===== src/rtl/alu_mem_pkg.sv =====
// Shared types and constants for the ALU register-bus sequencer.
// Holds the controller state encoding, the ALU register map and the
// position of the done flag in the status register.
package alu_mem_pkg;

  typedef enum logic [2:0] {
    IDLE,
    WR_A,
    WR_B,
    WR_OP,
    POLL,
    WAIT,
    RESP
  } state_e;

  localparam int unsigned ADDR_OPA  = 0;
  localparam int unsigned ADDR_OPB  = 1;
  localparam int unsigned ADDR_CTRL = 2;
  localparam int unsigned ADDR_STAT = 3;

  localparam int unsigned STAT_DONE_BIT = 0;

endpackage


===== src/rtl/rr_arbiter2.sv =====
// Two-way round-robin arbiter.
// Ports:
//   req[1:0]    request vector
//   last_grant  index of the requester granted most recently
//   grant[1:0]  one-hot grant, or zero when nothing requests
module rr_arbiter2 (
  input  logic [1:0] req,
  input  logic       last_grant,
  output logic [1:0] grant
);

  // A lone requester always wins; on contention the one that was not
  // granted last wins.
  always_comb begin
    grant    = '0;
    grant[0] = req[0] & (~req[1] | last_grant);
    grant[1] = req[1] & (~req[0] | ~last_grant);
  end

endmodule


===== src/rtl/alu_mem_ctrl.sv =====
// Sequencer and round-robin arbiter for the ALU register bus.
// Accepts whole ALU operations from two requesters, writes operand A,
// operand B and the control register, polls status until done or until
// TIMEOUT polls have gone unanswered, then returns the result tagged with
// the owning requester.
// Ports:
//   clk, reset                  clock, asynchronous active-low reset
//   req_valid / req_ready       per-requester operation handshake
//   req{0,1}_a/_b/_op           requester operands and opcode
//   rsp_valid / rsp_ready       response handshake
//   rsp_id / rsp_result/rsp_err response owner, result, timeout flag
//   addr/wr_data/rd_wr/enable   ALU register bus master outputs
//   rd_data, res_out            ALU read data and result
module alu_mem_ctrl
  import alu_mem_pkg::*;
#(
  parameter int DATA_WIDTH = 8,
  parameter int ADDR_WIDTH = 2,
  parameter int RES_WIDTH  = 16,
  parameter int OP_WIDTH   = 2,
  parameter int TIMEOUT    = 16
) (
  input  logic                  clk,
  input  logic                  reset,
  input  logic [1:0]            req_valid,
  output logic [1:0]            req_ready,
  input  logic [DATA_WIDTH-1:0] req0_a,
  input  logic [DATA_WIDTH-1:0] req0_b,
  input  logic [OP_WIDTH-1:0]   req0_op,
  input  logic [DATA_WIDTH-1:0] req1_a,
  input  logic [DATA_WIDTH-1:0] req1_b,
  input  logic [OP_WIDTH-1:0]   req1_op,
  output logic                  rsp_valid,
  input  logic                  rsp_ready,
  output logic                  rsp_id,
  output logic [RES_WIDTH-1:0]  rsp_result,
  output logic                  rsp_err,
  output logic [ADDR_WIDTH-1:0] addr,
  output logic [DATA_WIDTH-1:0] wr_data,
  output logic                  rd_wr,
  output logic                  enable,
  input  logic [DATA_WIDTH-1:0] rd_data,
  input  logic [RES_WIDTH-1:0]  res_out
);

  localparam int CNT_W = (TIMEOUT > 1) ? $clog2(TIMEOUT) : 1;

  state_e                  state_q, state_d;
  logic [DATA_WIDTH-1:0]   a_q, a_d;
  logic [DATA_WIDTH-1:0]   b_q, b_d;
  logic [OP_WIDTH-1:0]     op_q, op_d;
  logic                    id_q, id_d;
  logic                    last_grant_q, last_grant_d;
  logic [CNT_W-1:0]        poll_cnt_q, poll_cnt_d;
  logic [RES_WIDTH-1:0]    result_q, result_d;
  logic                    err_q, err_d;
  logic [1:0]              grant;
  logic                    stat_done;
  logic                    unused_rd_data;

  rr_arbiter2 u_arb (
    .req        (req_valid),
    .last_grant (last_grant_q),
    .grant      (grant)
  );

  always_comb begin
    stat_done      = rd_data[STAT_DONE_BIT];
    // Only the done flag of the status register is meaningful.
    unused_rd_data = ^rd_data;
  end

  always_ff @(posedge clk or negedge reset) begin
    if (!reset) begin
      state_q      <= IDLE;
      a_q          <= '0;
      b_q          <= '0;
      op_q         <= '0;
      id_q         <= 1'b0;
      last_grant_q <= 1'b1;
      poll_cnt_q   <= '0;
      result_q     <= '0;
      err_q        <= 1'b0;
    end else begin
      state_q      <= state_d;
      a_q          <= a_d;
      b_q          <= b_d;
      op_q         <= op_d;
      id_q         <= id_d;
      last_grant_q <= last_grant_d;
      poll_cnt_q   <= poll_cnt_d;
      result_q     <= result_d;
      err_q        <= err_d;
    end
  end

  // Next-state and datapath update.
  always_comb begin
    state_d      = state_q;
    a_d          = a_q;
    b_d          = b_q;
    op_d         = op_q;
    id_d         = id_q;
    last_grant_d = last_grant_q;
    poll_cnt_d   = poll_cnt_q;
    result_d     = result_q;
    err_d        = err_q;
    case (state_q)
      IDLE: begin
        if (|grant) begin
          a_d          = grant[1] ? req1_a  : req0_a;
          b_d          = grant[1] ? req1_b  : req0_b;
          op_d         = grant[1] ? req1_op : req0_op;
          id_d         = grant[1];
          last_grant_d = grant[1];
          state_d      = WR_A;
        end
      end
      WR_A:  state_d = WR_B;
      WR_B:  state_d = WR_OP;
      WR_OP: begin
        poll_cnt_d = '0;
        state_d    = POLL;
      end
      POLL:  state_d = WAIT;
      WAIT: begin
        // Done takes priority over timeout on the final poll.
        if (stat_done) begin
          result_d = res_out;
          err_d    = 1'b0;
          state_d  = RESP;
        end else if (poll_cnt_q == CNT_W'(TIMEOUT - 1)) begin
          result_d = '0;
          err_d    = 1'b1;
          state_d  = RESP;
        end else begin
          poll_cnt_d = poll_cnt_q + CNT_W'(1);
          state_d    = POLL;
        end
      end
      RESP: begin
        if (rsp_ready) state_d = IDLE;
      end
      default: state_d = IDLE;
    endcase
  end

  // Bus and response outputs, decoded from registered state only.
  always_comb begin
    enable     = 1'b0;
    rd_wr      = 1'b0;
    addr       = '0;
    wr_data    = '0;
    rsp_valid  = (state_q == RESP);
    rsp_id     = id_q;
    rsp_result = result_q;
    rsp_err    = err_q;
    req_ready  = (state_q == IDLE) ? grant : 2'b00;
    case (state_q)
      WR_A: begin
        enable  = 1'b1;
        addr    = ADDR_WIDTH'(ADDR_OPA);
        wr_data = a_q;
      end
      WR_B: begin
        enable  = 1'b1;
        addr    = ADDR_WIDTH'(ADDR_OPB);
        wr_data = b_q;
      end
      WR_OP: begin
        enable  = 1'b1;
        addr    = ADDR_WIDTH'(ADDR_CTRL);
        wr_data = DATA_WIDTH'(op_q);
      end
      POLL: begin
        enable = 1'b1;
        rd_wr  = 1'b1;
        addr   = ADDR_WIDTH'(ADDR_STAT);
      end
      default: ;
    endcase
  end

endmodule

===== config.mk =====
export PLATFORM = sky130hd
export DESIGN_NAME = alu_mem_ctrl
export DESIGN_NICKNAME = d
export VERILOG_FILES = /design/src/rtl/alu_mem_pkg.sv /design/src/rtl/rr_arbiter2.sv /design/src/rtl/alu_mem_ctrl.sv
export SDC_FILE = /design/constraint.sdc
export NUM_CORES = 1
export LEC_CHECK = 0
export ABC_AREA = 1
export BUFFER_PORTS_ARGS = -buffer_cell sky130_fd_sc_hd__buf_2
export CAP_MARGIN = 20
export CORE_ASPECT_RATIO = 0.5
export CORE_UTILIZATION = 44
export CTS_CLUSTER_DIAMETER = 100
export DETAILED_ROUTE_END_ITERATION = 6
export GPL_TIMING_DRIVEN = 0
export HOLD_SLACK_MARGIN = 0.02
export PLACE_DENSITY = 0.75
export SLEW_MARGIN = 20
export SYNTH_ARGS = -nofsm -noshare
export SYNTH_HDL_FRONTEND = slang
export SYNTH_SLANG_ARGS = --single-unit

===== constraint.sdc =====
create_clock -name clk -period 4.1 [get_ports clk]
set_clock_uncertainty 0.2 [all_clocks]
set_input_delay 0.205 -clock clk [delete_from_list [all_inputs] [get_ports clk]]
set_output_delay 0.205 -clock clk [all_outputs]
set_load 0.02 [all_outputs]

### After elaboration in Yosys (flattened, before gate mapping)

Cells that the tools add are included.

* add/sub/neg operators: 1
* $mul: 0
* divide/modulo/power cells: 0
* $lt $le $gt $ge: 0
* eq/ne operators: 11
* shifts and indexed selects: 0
* muxes and demuxes: 20
* bitwise gates (word level): 7
* reductions and logical operators: 9

Operators with widths (count)
* two-way mux 16 bit: 2
* one-hot mux 8 bit (3 select lines): 1
* one-hot mux 3 bit (7 select lines): 1
* two-way mux 8 bit: 2
* equality test 3 bit (second input constant): 3
* two-way mux 2 bit: 4
* two-way mux 4 bit: 2
* one-hot mux 4 bit (2 select lines): 1
* equality test 3 x 2 -> 1 bit (second input constant): 2
* two-way mux 3 bit: 2
* inequality test 2 bit (second input constant): 3
* one-hot mux 2 bit (3 select lines): 1
* AND reduction 2 bit: 3
* adder 4 x 1 -> 4 bit (second input constant): 1
* equality test 4 bit (second input constant): 1
* two-way mux 1 bit: 4
* nonzero test 2 bit: 2
* OR reduction 4 bit: 1
* equality test 3 x 1 -> 1 bit (second input constant): 1
* zero test 3 bit: 1
* inverter 1 bit: 3
* AND reduction 3 bit: 1
* AND 1 bit: 2
* inequality test 2 x 1 -> 1 bit (second input constant): 1
* 2 further kinds: 3

* bits in registers: 44
* latch bits: 0
* RAM bits: 0
* memory bits (read-only): 0
* input port bits: 65
* output and inout port bits: 33
* memories: 0

### Logic depth before layout (Yosys ltp)

Gate-level depths: netlist (run 1).

* word-level depth: 6
* gate-level depth with buffers: 7
* depth with buffers taken out: 7

### Cells and area by module

Synthesis (run 1) repeated with hierarchy kept, for this count alone.

* cell total of the unflattened synthesis: 299
* area total of the unflattened synthesis: 2308.5 sq um

Modules (own cells, without submodules)
* alu_mem_ctrl: instances 1, cells each 295, area an instance 2280.9 sq um
* rr_arbiter2: instances 1, cells each 4, area an instance 27.5 sq um

### Worst setup path after synthesis (run 1)

No wires, ideal clock.

* path type: register -> output
* from: register state_q[1]
* to: output wr_data[2]
* arrival time: 1156 ps
* path slack: 2539 ps
* cell stages (with the launch flop): 6
* path buffers: 0
* path through: dfrtp_1 inv_2 nand2_1 nor2_1 inv_1 o22ai_1

* word-level cells in the longest chain between the ends: 2
* elaborated cells on any way between the ends: 4

Ends and longest elaborated chain
* start: declaration: line alu_mem_ctrl.sv:48 `state_e state_q, state_d;`
* start signal: assignment: line alu_mem_ctrl.sv:85 `state_q <= state_d;`
* equality test 3 x 2 -> 1 bit / equality test 3 x 1 -> 1 bit (equally long branches): line alu_mem_ctrl.sv:159 `case (state_q)`
* one-hot mux 8 bit (3 select lines) (*): line alu_mem_ctrl.sv:159
* end: declaration: line alu_mem_ctrl.sv:39 `output logic [DATA_WIDTH-1:0] wr_data,`

Mark *: on every way between the ends. The rest lies on a longest branch, timed or not.

### Worst setup path in the final report (run 1)

* from: register state_q[1]
* to: output enable

* word-level cells in the longest chain between the ends: 3
* elaborated cells on any way between the ends: 6

Ends and longest elaborated chain
* equality test 3 bit (tied with other cells): line alu_mem_ctrl.sv:159
* OR reduction 4 bit (no line) (*)
* two-way mux 1 bit (*): line alu_mem_ctrl.sv:159
* end: declaration: line alu_mem_ctrl.sv:41 `output logic enable,`

Marks and branches as above.

==> impl_metrics.tcl, run 1 <==
set metrics [dict create \
    start_util_pct 48.2 \
    synth_commonest_cells "nand2_1 (126), dfrtp_1 (43), inv_1 (36), nand3_1 (30), o21ai_0 (11)" \
    cp.required_ps 3690 \
    area_growth_pct 41.3 \
    worstMarginPinSlew_ps 563 \
    num-nets-final 489 \
    p_sw_mw 0.893 \
    yosysMostFrequentCell "nand2_1" \
    clk_pin_slew_ps 90 \
    clk_path_buf_depth 2 \
    critPathLaunchType "flop" \
    overflow 0 \
    avgSynthCellArea_sq_um 7.51 \
    synth_edf_count 0 \
    tns_ps 0 \
    clock_latency_ps 290 \
    r2r_slack_ps 2420 \
    cp-end-kind "output port" \
    synth.top_cell.area_share_pct 48.1 \
    grt_pass1_vias 2161 \
    drc_errors 0 \
    rows 17 \
    power.total_mw 2.05 \
    p_leak_nw 1.81 \
    cap_violations 0 \
    max-vdd-ir-drop_uv 281 \
    portBuffers 90 \
    critPathMaxFanout 7 \
    outcome "finished clean" \
    crit_type "flop to output port" \
    power.density_mw_per_mm2 647 \
    timing.final.crit_period_ps 2050 \
    first_pass_iters 4 \
    vias 2341 \
    die_h_um 52.4 \
    globalplace.congestion 0.802 \
    fin_crit_sh_pct 50.0 \
    grt_usage_pct 23.5 \
    synth_ff_type "dfrtp_1" \
    fin_cells 490 \
    arrival_ps 1640 \
    cts_sinks 44 \
    die_x_um 103 \
    holdBufCountCts 28 \
    intPower_mw 1.15 \
    drive_gt1_share_pct 27.8 \
    fmax_mhz 488 \
    antenna_left 0 \
    grt_max_degree 45 \
    hpwl_mm 4.12 \
    utilization_pct 68.2 \
    core_area_sq_mm 0.00464 \
    ys_types 24 \
    drt_iter0_markers 78 \
    io_pins 98 \
    hold_violations 0 \
    p_clk_share_pct 16.1 \
    drt_wl_total_mm 5.96 \
    cts_setup_buffers 0 \
    slew_headroom_pct 62.5 \
    postPlaceCellArea_sq_mm 0.00277 \
    synth_area_sq_mm 0.00224 \
    rsz0062_at_grt "false" \
    power_frac_comb_pct 48.1 \
    cts_root_buf "clkbuf_8" \
    yosys_warnings 0 \
    switching_share_pct 43.7 \
    fin_area_sq_mm 0.00316 \
    grt_pass1_wl_mm 9.51 \
    ys_seq_area_share_pct 49.3 \
    viasPerCell 4.78 \
    seq_power_share_pct 35.8 \
    yosys.area.top_type "dfrtp_1" \
    async_flop_share_pct 100 \
    antenna_found_initial 0 \
    min_path_type "primary input to flop" \
    place_inst 454 \
    ys_seq_elements 44 \
    numCtsBuffers 5 \
    wl_per_cell_um 12.2 \
    maxSlewViolCount 0 \
    setup_violations 0 \
    htree_levels 2 \
    cts_tree "done" \
    n_antenna_cell 0 \
    synthCells 298 \
    dieArea_sq_mm 0.00539 \
    syn_nets 364 \
    fillers 398 \
    cts_resized 0 \
    synthTopCellsByArea "dfrtp_1 (48%), nand2_1 (21%), nand3_1 (6.7%)" \
]
-- routing by layer --
metal  vias to the layer above  routed length (um)  GRT usage, %  share of wire, %
li1                       1182                   -             -                 -
met1                      1065                2660          29.1                45
met2                        85                2880          41.2                48
met3                         9                 341          4.67               5.7
met4                         0                  72          8.92               1.2
met5                         -                   0             0                 0
-- state kept, by name, indices dropped and copies added, names as in the netlist --
register / count
poll_cnt_q: 4
b_q: 8
state_q: 3
op_q: 2
a_q: 8
rsp_result: 16
last_grant_q: 1
rsp_err: 1
rsp_id: 1
-- power groups by stage --
stage	clock network, mW	registers (mW)	logic [mW]
global placement	0	0.727	0.935
CTS	0.335	0.731	0.989
floorplan	0	0.825	0.555
global route	0.350	0.754	1.10
finish	0.328	0.732	0.985
detailed placement	0	0.739	0.965
-- worst paths after layout --
kind                                           start                        end  cells past startpoint
min in group asynchronous                      reset         b_q[7]$_DFFE_PN0P_                      2
min reg2reg                rsp_result[4]$_DFFE_PN0P_  rsp_result[4]$_DFFE_PN0P_                      2
max in group asynchronous                      reset  rsp_result[2]$_DFFE_PN0P_                      2
min                                        req0_b[5]         b_q[5]$_DFFE_PN0P_                      5
max                           state_q[1]$_DFFE_PN0P_                     enable                      8
max reg2reg                 last_grant_q$_DFFE_PN1P_         b_q[3]$_DFFE_PN0P_                      7
-- critical path: stages (launching register included) --
cell and delay, ps:
dfrtp_1 440, inv_2 120, nand2_1 60, nor2_1 160, inv_1 180, nand2_1 110, inv_1 70, nand3_1 60
buf_2 160
-- logic make-up (layout without fill, tap and decap cells) --
group / Yosys count / in the layout / synth area share (%)
buffers and inverters: 51 / 177 / 9.96
AOI/OAI and AO/OA: 34 / 34 / 8.84
and+or+nand+nor: 168 / 168 / 31.4
adders and majority gates: 1 / 1 / 0.559
DFF: 44 / 44 / 49.3
-- through the flow --
| step | hold WS (ps) | setup slack [ps] |
|---|---|---|
| after floorplan | -291 | 2540 |
| after global placement | 205 | 2410 |
| after detailed placement | 210 | 2370 |
| after CTS | 22.1 | 2040 |
| after global routing | 41.2 | 1910 |
| final | 21.6 | 2050 |
-- placed cells by master, fill, tap and decap left out --
cell and instances:
buf_1 2, clkbuf_8 5, dfrtp_1 43, ha_1 1, nor2_1 4, buf_4 4
nand3_1 30, buf_6 2, bufinv_16 1, buf_2 93, dfstp_2 1, dlygate4sd3_1 28
o21ai_0 11, a211oi_1 1, nor3_1 2, a21oi_2 2, nand4_1 1, nand2_2 1
o22ai_1 6, nor2_4 1, clkinv_2 1, o21bai_1 1, nand2_1 126, clkbuf_1 1
nand3_2 3, inv_2 4, inv_1 36, o211ai_1 3, o21ai_1 10
-- final cells by class --
class                   instances  area, sq um  area share, %
flip-flops and latches         44         1100           34.9
inverters                      40          150           4.75
well taps                      66         82.6           2.61
repair buffers                118          733           23.2
plain buffers                  11         72.6           2.30
clock buffers                   6         72.6           2.30
multi-input cells             203          912           28.9
clock inverters                 2         35.0           1.11
No activity file was read; power rests on OpenSTA's default activity.
==> run 2: changes to the inputs <==
Clock period 4.1 ns to 2.05 ns, I/O delays scaled along.
==> run 2 against run 1 <==
- combinational power rose by 110%
- sequential share of layout area shrank 2.9 points
- routed wire length grew 11%
- power grew 110%
- worst hold slack gained 22 ps
- sequential power increased by 99%
- clock power is 100% higher
- first-iteration DRC count up 14%
- die area stayed put
- critical path depth down 1
- setup slack worse by 2000 ps
- largest cell class unchanged
- highest routed layer unchanged
==> impl_metrics.tcl, run 2 (same netlist as run 1, synthesis figures left out) <==
set metrics [dict create \
    cts_root_buf "clkbuf_8" \
    die_h_um 52.4 \
    n_antenna_cell 0 \
    power.density_mw_per_mm2 1220 \
    grt_max_degree 45 \
    slew_headroom_pct 62.8 \
    slowest_delay_ps 570 \
    overflow 0 \
    hold_violations 0 \
    rsz0062_at_grt "false" \
    drive_gt1_share_pct 26.5 \
    final_cell_mix "nand2_1 (125), buf_2 (91), dlygate4sd3_1 (56)" \
    postPlaceCellArea_sq_mm 0.00277 \
    viasPerCell 4.85 \
    fillers 347 \
    die_x_um 103 \
    fmax_mhz 506 \
    cp.required_ps 2030 \
    min_path_type "primary input to flop" \
    dieArea_sq_mm 0.00539 \
    cp-end-kind "flop" \
    antenna_left 0 \
    cts_setup_buffers 0 \
    p_leak_nw 1.93 \
    gr-usage-met3_pct 4.80 \
    drt_wl_total_mm 6.61 \
    hpwl_mm 4.12 \
    timing.final.crit_period_ps 1980 \
    critPathLaunchType "flop" \
    start_util_pct 48.2 \
    wl_per_cell_um 12.8 \
    setup_violations 0 \
    whs_ps 43.3 \
    use_met1_pct 31.3 \
    clk_path_buf_depth 2 \
    grt_pass1_vias 2360 \
    drt_iter0_markers 89 \
    final_common_cell "nand2_1" \
    area_growth_pct 54.1 \
    htree_levels 2 \
    clk_pin_slew_ps 90 \
    multiInputGateArea_sq_um 915 \
    portBuffers 90 \
    cts_sinks 44 \
    path_cells "nand2_1 -> buf_4 -> nand3_1 -> nand2_1 -> dlygate4sd3_1 -> nand2_1 -> o21ai_0" \
    critPathMaxFanout 10 \
    path_common_cell "nand2_1" \
    tns_ps 0 \
    crit_type "flop to flop" \
    first_pass_iters 4 \
    num-nets-final 517 \
    grt.busiest_layer "met2" \
    fin_crit_sh_pct 96.4 \
    clock_latency_ps 290 \
    maxSlewViolCount 0 \
    utilization_pct 74.4 \
    core_area_sq_mm 0.00464 \
    regArea_sq_mm 0.00110 \
    max-vdd-ir-drop_uv 529 \
    vias 2510 \
    crit_family "buffers and inverters" \
    rows 17 \
    outcome "finished clean" \
    slowest_stage "dlygate4sd3_1" \
    io_pins 98 \
    grt_use_met2_pct 47.7 \
    cts_tree "done" \
    fin_area_sq_mm 0.00345 \
    globalplace.congestion 0.802 \
    arrival_ps 1960 \
    numCtsBuffers 5 \
    antenna_found_initial 0 \
    path_buf_inv 2 \
    grt_pass1_wl_mm 10.6 \
    worstMarginPinSlew_ps 558 \
    drc_errors 0 \
    grt_usage_pct 26.4 \
    largest_register_ff_count 16 \
    cap_violations 0 \
]
[run 2: routing by layer]
metal | part of all wire [%] | up-vias | wire length [um]
li1 | - | 1239 | -
met1 | 43 | 1159 | 2820
met2 | 50 | 97 | 3300
met3 | 5.4 | 15 | 357
met4 | 1.9 | 0 | 127
met5 | 0 | - | 0
[run 2: worst paths after layout]
| path | startpoint | endpoint | slack [ps] | cells past startpoint |
|---|---|---|---|---|
| max in group asynchronous | reset | rsp_result[13]$_DFFE_PN0P_ | 1100 | 2 |
| hold / removal | rd_data[0] | rsp_result[6]$_DFFE_PN0P_ | 40 | 5 |
| hold reg to reg | rsp_result[4]$_DFFE_PN0P_ | rsp_result[4]$_DFFE_PN0P_ | 270 | 2 |
| min in group asynchronous | reset | b_q[7]$_DFFE_PN0P_ | 170 | 2 |
| setup / recovery | last_grant_q$_DFFE_PN1P_ | b_q[5]$_DFFE_PN0P_ | 70 | 7 |
| setup reg to reg | last_grant_q$_DFFE_PN1P_ | b_q[5]$_DFFE_PN0P_ | 70 | 7 |
[run 2: where the power goes]
group / internal (mW) / switching [mW] / leakage [nW]
Clock: 0.362 / 0.299 / 0.0552
Sequential: 1.26 / 0.202 / 0.551
Combinational: 0.750 / 1.32 / 1.32
Total: 2.37 / 1.82 / 1.93
[run 2: layout make-up]
| class | count | share of cell area, % |
|---|---|---|
| sequential | 44 | 32.0 |
| timing repair buffer | 146 | 29.4 |
| multi-input combinational | 203 | 26.5 |
| inverter | 40 | 4.35 |
| tap | 66 | 2.39 |
| buffer | 11 | 2.25 |
| clock buffer | 6 | 2.10 |
| clock inverter | 2 | 1.02 |
[run 2: tightest hold or removal path, delay by kind of cell]
family	cells	cell delay [ps]
buffers and inverters	2	210
AND/OR/NAND/NOR	3	190
[run 2: repair_timing]
action / CTS / global route
hold endpoints to repair: 80 / 0
hold buffers: 56 / 0
setup endpoints to repair: 0 / 7
gates resized for setup: 0 / 6
[run 2: per-stage QoR]
| stage | total power [mW] | setup WS [ps] | std cells |
|---|---|---|---|
| after detailed placement | 3.41 | 392 | 454 |
| after CTS | 4.18 | 70.3 | 518 |
| after floorplan | 2.76 | 518 | 298 |
| after global routing | 4.50 | 1.41 | 518 |
| final | 4.19 | 74.0 | 518 |
| after global placement | 3.32 | 450 | 454 |
